===== config.mk =====
export PLATFORM = sky130hd
export DESIGN_NAME = rr_flag_arbiter
export DESIGN_NICKNAME = d
export VERILOG_FILES = /design/src/rtl/rr_flag_arbiter.sv
export SDC_FILE = /design/constraint.sdc
export NUM_CORES = 1
export LEC_CHECK = 0
export CAP_MARGIN = 30
export CORE_MARGIN = 8
export CORE_UTILIZATION = 49
export DETAILED_ROUTE_END_ITERATION = 8
export PLACE_DENSITY = 0.78
export SYNTH_ARGS = -nofsm -noshare
export SYNTH_HDL_FRONTEND = slang
export SYNTH_SLANG_ARGS = --single-unit

===== constraint.sdc =====
create_clock -name clk -period 2.56 [get_ports clk]
set_clock_uncertainty 0.1 [all_clocks]
set_input_delay 0.384 -clock clk [delete_from_list [all_inputs] [get_ports clk]]
set_output_delay 0.384 -clock clk [all_outputs]
set_load 0.02 [all_outputs]

===== src/rtl/rr_flag_arbiter.sv =====
// Round-robin arbiter with sticky pending flags and one owner at a time.
// Optional forced release of long-held grants when RR_ARB_TIMEOUT_EN is defined.
module rr_flag_arbiter #(
  parameter int unsigned N        = 4,
  parameter int unsigned IDW      = 2,
  parameter int unsigned MAX_HOLD = 15
) (
  input  logic           clk,
  input  logic           rst_n,
  input  logic [N-1:0]   req,
  input  logic           done,
  output logic [N-1:0]   grant,
  output logic [IDW-1:0] grant_id,
  output logic           busy,
  output logic [N-1:0]   pending,
  output logic           timeout
);

  typedef enum logic {
    IDLE  = 1'b0,
    GRANT = 1'b1
  } state_e;

  // Elaboration-time parameter sanity checks
  if (IDW < $clog2(N)) begin : g_bad_idw
    $error("rr_flag_arbiter: IDW too narrow for N");
  end
  if (MAX_HOLD < 1) begin : g_bad_hold
    $error("rr_flag_arbiter: MAX_HOLD must be at least 1");
  end

  state_e         state_q, state_d;
  logic [N-1:0]   grant_q, grant_d;
  logic [IDW-1:0] grant_id_q, grant_id_d;
  logic [IDW-1:0] last_id_q, last_id_d;
  logic           busy_q, busy_d;
  logic [N-1:0]   pending_q, pending_d;
  logic           timeout_q, timeout_d;
  logic           force_rel;

  logic [N-1:0]   arb_vec;
  logic [N-1:0]   shifted;
  logic           sel_hit;
  int             sel_idx;
  logic [N-1:0]   sel_onehot;
  logic [IDW-1:0] sel_id;

`ifdef RR_ARB_TIMEOUT_EN
  localparam int unsigned HOLD_W = $clog2(MAX_HOLD + 1);

  logic [HOLD_W-1:0] hold_q, hold_d;

  // Count hold cycles; eviction fires on the edge the count would reach MAX_HOLD
  assign force_rel = (state_q == GRANT) && !done &&
                     (hold_q == HOLD_W'(MAX_HOLD - 1));
`else
  assign force_rel = 1'b0;
`endif

  // Arbitrate on the registered flags; the current owner is masked while it releases
  always_comb begin
    arb_vec = pending_q;
    if (state_q == GRANT) begin
      arb_vec = pending_q & ~grant_q;
    end
  end

  // Rotating first-set search starting just after the last owner
  always_comb begin
    sel_hit = 1'b0;
    sel_idx = 0;
    shifted = '0;
    for (int k = 1; k <= int'(N); k++) begin
      shifted = arb_vec >> ((int'(last_id_q) + k) % int'(N));
      if (!sel_hit && shifted[0]) begin
        sel_hit = 1'b1;
        sel_idx = (int'(last_id_q) + k) % int'(N);
      end
    end
  end

  always_comb begin
    sel_onehot = '0;
    for (int i = 0; i < int'(N); i++) begin
      sel_onehot[i] = sel_hit && (i == sel_idx);
    end
    sel_id = IDW'(sel_idx);
  end

  // Next-state and registered-output logic
  always_comb begin
    state_d    = state_q;
    grant_d    = grant_q;
    grant_id_d = grant_id_q;
    last_id_d  = last_id_q;
    busy_d     = busy_q;
    timeout_d  = 1'b0;
    pending_d  = pending_q | req;
`ifdef RR_ARB_TIMEOUT_EN
    hold_d     = hold_q;
`endif

    unique case (state_q)
      IDLE: begin
        if (sel_hit) begin
          state_d    = GRANT;
          grant_d    = sel_onehot;
          grant_id_d = sel_id;
          last_id_d  = sel_id;
          busy_d     = 1'b1;
          pending_d  = pending_d & ~sel_onehot;
`ifdef RR_ARB_TIMEOUT_EN
          hold_d     = '0;
`endif
        end
      end

      GRANT: begin
        if (done || force_rel) begin
          if (sel_hit) begin
            grant_d    = sel_onehot;
            grant_id_d = sel_id;
            last_id_d  = sel_id;
            pending_d  = pending_d & ~sel_onehot;
          end else begin
            state_d = IDLE;
            grant_d = '0;
            busy_d  = 1'b0;
          end
          // Evicted owner goes to the back of the rotation
          if (force_rel) begin
            timeout_d = 1'b1;
            pending_d = pending_d | grant_q;
          end
`ifdef RR_ARB_TIMEOUT_EN
          hold_d = '0;
`endif
        end else begin
`ifdef RR_ARB_TIMEOUT_EN
          hold_d = hold_q + HOLD_W'(1);
`endif
        end
      end

      default: begin
        state_d = IDLE;
      end
    endcase
  end

  always_ff @(posedge clk or negedge rst_n) begin
    if (!rst_n) begin
      state_q    <= IDLE;
      grant_q    <= '0;
      grant_id_q <= '0;
      last_id_q  <= IDW'(N - 1);
      busy_q     <= 1'b0;
      pending_q  <= '0;
      timeout_q  <= 1'b0;
    end else begin
      state_q    <= state_d;
      grant_q    <= grant_d;
      grant_id_q <= grant_id_d;
      last_id_q  <= last_id_d;
      busy_q     <= busy_d;
      pending_q  <= pending_d;
      timeout_q  <= timeout_d;
    end
  end

`ifdef RR_ARB_TIMEOUT_EN
  always_ff @(posedge clk or negedge rst_n) begin
    if (!rst_n) begin
      hold_q <= '0;
    end else begin
      hold_q <= hold_d;
    end
  end
`endif

  assign grant    = grant_q;
  assign grant_id = grant_id_q;
  assign busy     = busy_q;
  assign pending  = pending_q;
  assign timeout  = timeout_q;

endmodule

==> After elaboration in Yosys (flattened, before gate mapping) <==
Index checks and enable logic that the tools add are counted.
W data, S select, Z words.
{ "totals": {"ff_bits": 14, "output_inout_bits": 12, "wordCells": 76, "inputBits": 7} }
{ "op_classes": {"reduce_logical": 17, "n_addsub": 4, "n_shift": 4, "eq_ne": 6, "mux": 29, "bitwise_logic": 10} }
{ "op_table": {"columns": ["operator", "count"], "rows": [
  ["$mux W32", 4],
  ["$shr A4 B32 Y1", 4],
  ["$eq A3 B32 Y1 const A", 2],
  ["$eq A2 B32 Y1 const A", 1],
  ["$logic_not A32 Y1", 1],
  ["$mux W4", 6],
  ["$pmux W4 S2", 2],
  ["$mux W1", 9],
  ["$and A4 B4 Y4", 2],
  ["$mux W2", 4],
  ["$not A4 Y4", 2],
  ["$pmux W2 S2", 2],
  ["$reduce_or A2 Y1", 4],
  ["$logic_and A1 B1 Y1", 7],
  ["$ne A2 B2 Y1 const B", 3],
  ["$add A2 B1 Y2 const B", 2],
  ["$add A2 B2 Y2 const B", 2],
  ["$and A1 B1 Y1 const A", 4],
  ["$or A4 B4 Y4", 1],
  ["$pmux W1 S2", 2],
  ["$logic_not A1 Y1", 3],
  ["$reduce_and A3 Y1", 1],
  ["$reduce_and A2 Y1", 1],
  ["$not A1 Y1", 1]
]} }

==> Depth between registers and ports, before layout <==
Gate-level depths: netlist (run 1).
{ "depth": {"word_depth": 21, "ltp_mapped": 7, "ltp_nobuf": 6} }

==> Worst setup path after synthesis (run 1) <==
Ideal clock, no wire load.
{ "synth_path": {"path_kind": "reg-to-reg", "startpoint": "register last_id_q[0]", "endpoint": "register grant_q[1], in the netlist grant[1]", "arrival_ns": 2.064, "path_stages_with_launch": 7, "t_required_ns": 2.380, "setup_time_ns": 0.080, "n_path_buf": 0, "synth_period_minus_slack_ns": 2.244, "slack_ns": 0.316, "path_cell_list": "dfstp_2 > mux2_4 > a221oi_2 > a211oi_1 > a2111o_1 > or3b_1 > o211ai_2"} }
{ "synth_via": {"elab_chain_len": 19, "word_cells_on_any_way": 38, "classes_between": "add/sub (4); eq/ne (2); shift (4); mux (12); bitwise (4); reduce/logical (12)"} }
{ "synth_lines": {"columns": ["element", "line_no", "source"], "rows": [
  ["start, declared", "35", "logic [IDW-1:0] last_id_q, last_id_d;"],
  ["start signal, assigned", "156", "last_id_q <= IDW'(N - 1);"],
  ["start signal, assigned", "164", "last_id_q <= last_id_d;"],
  ["$add A2 B1 Y2", "74, 77", null],
  ["$reduce_or A2 Y1 (no source line)", null, null],
  ["$and A1 B1 Y1 (no source line)", null, null],
  ["$shr A4 B32 Y1", "74", "shifted = arb_vec >> ((int'(last_id_q) + k) % int'(N));"],
  ["$mux W1", "75", "if (!sel_hit && shifted[0]) begin"],
  ["$logic_not A1 Y1", "75", null],
  ["$logic_and A1 B1 Y1", "75", null],
  ["$mux W1", "75", null],
  ["(+3 left out)", null, null],
  ["$logic_not A1 Y1", "75", null],
  ["$logic_and A1 B1 Y1", "75", null],
  ["$mux W32", "75", null],
  ["$eq A2 B32 Y1", "85", "sel_onehot[i] = sel_hit && (i == sel_idx);"],
  ["$logic_and A1 B1 Y1", "85", null],
  ["$mux W4", "120", "if (sel_hit) begin"],
  ["$mux W4", "119", "if (done || force_rel) begin"],
  ["$pmux W4 S2", "103", "unique case (state_q)"],
  ["end signal, assigned", "162", "grant_q <= grant_d;"],
  ["end, declared", "33", "logic [N-1:0] grant_q, grant_d;"]
]} }
Parallel ways exist; a longest one is shown, timed or not. The select of a mux whose other input is x is not followed.
A chain may end at the register's enable or synchronous reset.

==> Worst setup path in the final report (run 1) <==
Same ends and word-level chain as after synthesis.

==> metrics.md, run 1 <==
| Metric | Value |
|---|---|
| Nets | `125` |
| H-tree depth | `1` |
| Part of the Yosys area used for sequential elements | `40.2%` |
| Post-DP Area | `1060 sq um` |
| Critical path arrival | `2.61 ns` |
| IO Count | `19` |
| Switch share | `44.1%` |
| Antenna Diode Count | `0` |
| Pins over their slew limit | `0` |
| Layout cells sized above 1 | `12.8%` |
| Remaining DRCs | `0` |
| Cells after synthesis | `97` |
| R2r setup slk | `0.05 ns` |
| Setup crit start kind | `flip-flop` |
| RR Endpoint | `grant[1]$_DFFE_PN0P_` |
| Post-layout min period | `2.51 ns` |
| Comb pwr share | `61.7%` |
| CP Capture Type | `flip-flop` |
| Critical-path maximum fanout | `14` |
| Leakage | `0.000485 uW` |
| CP Data Required Time | `2.66 ns` |
| Num Clock Sinks | `14` |
| GP Congestion | `0.842` |
| Slew HR | `59.5%` |
| CTS Buf Count | `3` |
| Layout fillers | `144` |
| Final Hold Fails | `0` |
| Initial antenna violation count | `0` |
| DR vias | `788` |
| Area delta synth->final | `25.0%` |
| Max-cap violations | `0` |
| Fin area | `1100 sq um` |
| Max VDD drop | `853 uV` |
| R2R cell count | `6` |
| Max Clock Freq | `0.399 GHz` |
| Prevailing post-synth register cell | `dfrtp_1` |
| Hold Slack | `0.387 ns` |
| Drt pass-1 iters | `4` |
| Drt first-iter violations | `12` |
| Worst skew pair latency | `0.27 ns` |
| Outcome | `completed` |
| Root Buffer | `clkbuf_4` |
| Pin count of the biggest net entering global routing | `15` |
| Crit share post-route | `98.0%` |
| Internal power | `850 uW` |
| Asr flop ratio synth | `100%` |
| ANT nets after route | `0` |
| Post-Route WL | `2.21 mm` |
| Hold Buf Count CTS | `0` |
| CTS tree | `yes` |
| Count of cell types in the netlist | `38` |
| Yosys reg bits | `14` |
| First-pass GRT wire length | `3.60 mm` |
| Wire per inst | `15.6 microns` |
| Final Non-Filler Cells | `142` |
| Clock Path Buffers | `2` |
| Via/cell ratio | `5.55` |
| Remaining global-route overflow | `0` |
| Die footprint | `3400 sq um` |
| CP Class | `flip-flop to flip-flop` |
| Synth Cell Area | `877 sq um` |
| Worst slew pin tran | `0.605 ns` |
| PwrDens | `1390 nW/um^2` |
| Initial Util | `51.4%` |
| Clock share of power | `8.1%` |
| # rows | `15` |
| Sw power | `671 uW` |
| Width of the die | `58.3 microns` |
| Buffers on Ports | `17` |
| Cells after DPL | `137` |
| Final setup violation count | `0` |
| Overall Global Routing Usage | `13.1%` |
| Synth warn | `0` |
| Die height | `58.3 microns` |
| Hold crit path type | `input port to async pin` |
| DP Wirelength | `1.72 mm` |
| Vias in the first global route | `792` |
| Core area | `1710 sq um` |
| Most common cell after layout, fill and taps aside | `clkdlybuf4s50_1` |
| Reg2reg start | `last_id_q[0]$_DFFE_PN1P_` |
| Reg clk slew, reported paths | `0.08 ns` |
| Commonest cells after routing, fill and taps aside | `17 x clkdlybuf4s50_1, 14 x nor2_1, 13 x nand2_1` |
| EDFF count, synth | `0` |
| Syn avg cell area | `9.04 sq um` |
| TNS Setup | `0 ns` |
| Flop pwr share | `30.2%` |
| Mapped Nets | `104` |
[worst max-delay path by stage]
| stage | startpoint | to | slack, ns | cells past startpoint |
|---|---|---|---|---|
| finish | last_id_q[0]$_DFFE_PN1P_ | grant[1]$_DFFE_PN0P_ | 0.05 | 6 |
| CTS | last_id_q[0]$_DFFE_PN1P_ | grant[1]$_DFFE_PN0P_ | 0.05 | 6 |
| global placement | last_id_q[0]$_DFFE_PN1P_ | grant[1]$_DFFE_PN0P_ | 0.15 | 6 |
| floorplan | last_id_q[0]$_DFFE_PN1P_ | grant[1]$_DFFE_PN0P_ | 0.32 | 6 |
| global route | last_id_q[0]$_DFFE_PN1P_ | grant[1]$_DFFE_PN0P_ | -0.01 | 6 |
| detailed placement | last_id_q[0]$_DFFE_PN1P_ | grant[1]$_DFFE_PN0P_ | 0.05 | 6 |
[metrics by stage]
stage / setup slack, ns / power, uW / util [%]
after floorplan: 0.316 / 1080 / -
after global placement: 0.152 / 1320 / 62.0
after detailed placement: 0.0489 / 1350 / 62.0
after CTS: 0.0497 / 1480 / 63.5
after global routing: -0.0133 / 1640 / 64.2
final: 0.0520 / 1520 / 64.2
[metal layers]
metal / GRT usage (%) / vias to the layer above / routed length, microns
met3: 2.61 / 6 / 94
li1: - / 388 / -
met5: 0 / - / 0
met2: 21.6 / 23 / 1090
met4: 5.94 / 0 / 40
met1: 16.0 / 371 / 981
[power by group through the flow]
stage                     Combinational, uW  Sequential (uW)  Clock, uW
final                                   938              460        123
after global routing                   1020              475        141
after CTS                               904              451        129
after detailed placement                898              455          0
after global placement                  872              446          0
after floorplan                         585              496          0
[state kept, by name (all words and copies together) (netlist names)]
signal / flops
state_q: 1
grant: 4
pending: 4
busy: 1
last_id_q: 2
grant_id: 2
[worst max-delay path: stages (launching register included)]
cell and delay (ns):
dfstp_4 0.71, mux2_2 0.36, a21oi_2 0.20, mux2i_1 0.11, a2111o_1 0.48, or3b_1 0.39, o211ai_2 0.08
[layout make-up]
class	count	area (sq um)	area share [%]
Sequential cell	14	357	32.5
Inverter	6	22.5	2.05
Timing Repair Buffer	20	193	17.6
Multi-Input combinational cell	73	467	42.6
Tap cell	25	31.3	2.85
Clock buffer	4	26.3	2.40
[repair_timing]
action                                  CTS  global route
resized for setup                         0             1
buffers inserted                          0             1
endpoints found under the setup margin    0             3
[kinds of logic (layout without fill, tap and decap cells)]
kind of cell           count (synthesis)  after routing  share of synthesized area, %
other                                  1              1                         0.428
multiplexers                           5              5                          6.42
flip-flops                            14             14                          40.2
AO/OA/AOI/OAI                         30             30                          27.7
buffers and inverters                 10             30                          6.56
AND/OR/NAND/NOR                       37             37                          18.7
[cell usage after synthesis (all sizes together) (2+ instances only)]
cell / instances / area share, %
nor2: 14 / 6.0
nand2: 13 / 5.6
dfrtp: 12 / 34
a21o: 5 / 4.3
inv: 5 / 2.1
o21ai: 5 / 2.9
buf: 4 / 4.0
a21oi: 3 / 2.1
mux2i: 3 / 3.4
nand2b: 3 / 2.1
o221ai: 3 / 3.0
dfstp: 2 / 6.0
mux2: 2 / 3.0
nor2b: 2 / 1.4
o22a: 2 / 2.0
(Power assumes the default switching activity.)
==> inputs of run 2 (changes only) <==
--- a/config.mk
+++ b/config.mk
@@ -9,6 +9,7 @@
 export CORE_MARGIN = 8
 export CORE_UTILIZATION = 49
 export DETAILED_ROUTE_END_ITERATION = 8
+export GPL_ROUTABILITY_DRIVEN = 0
 export PLACE_DENSITY = 0.78
 export SYNTH_ARGS = -nofsm -noshare
 export SYNTH_HDL_FRONTEND = slang
==> results of run 2 <==
Final layout, timing and power as in run 1 (identical DEF).
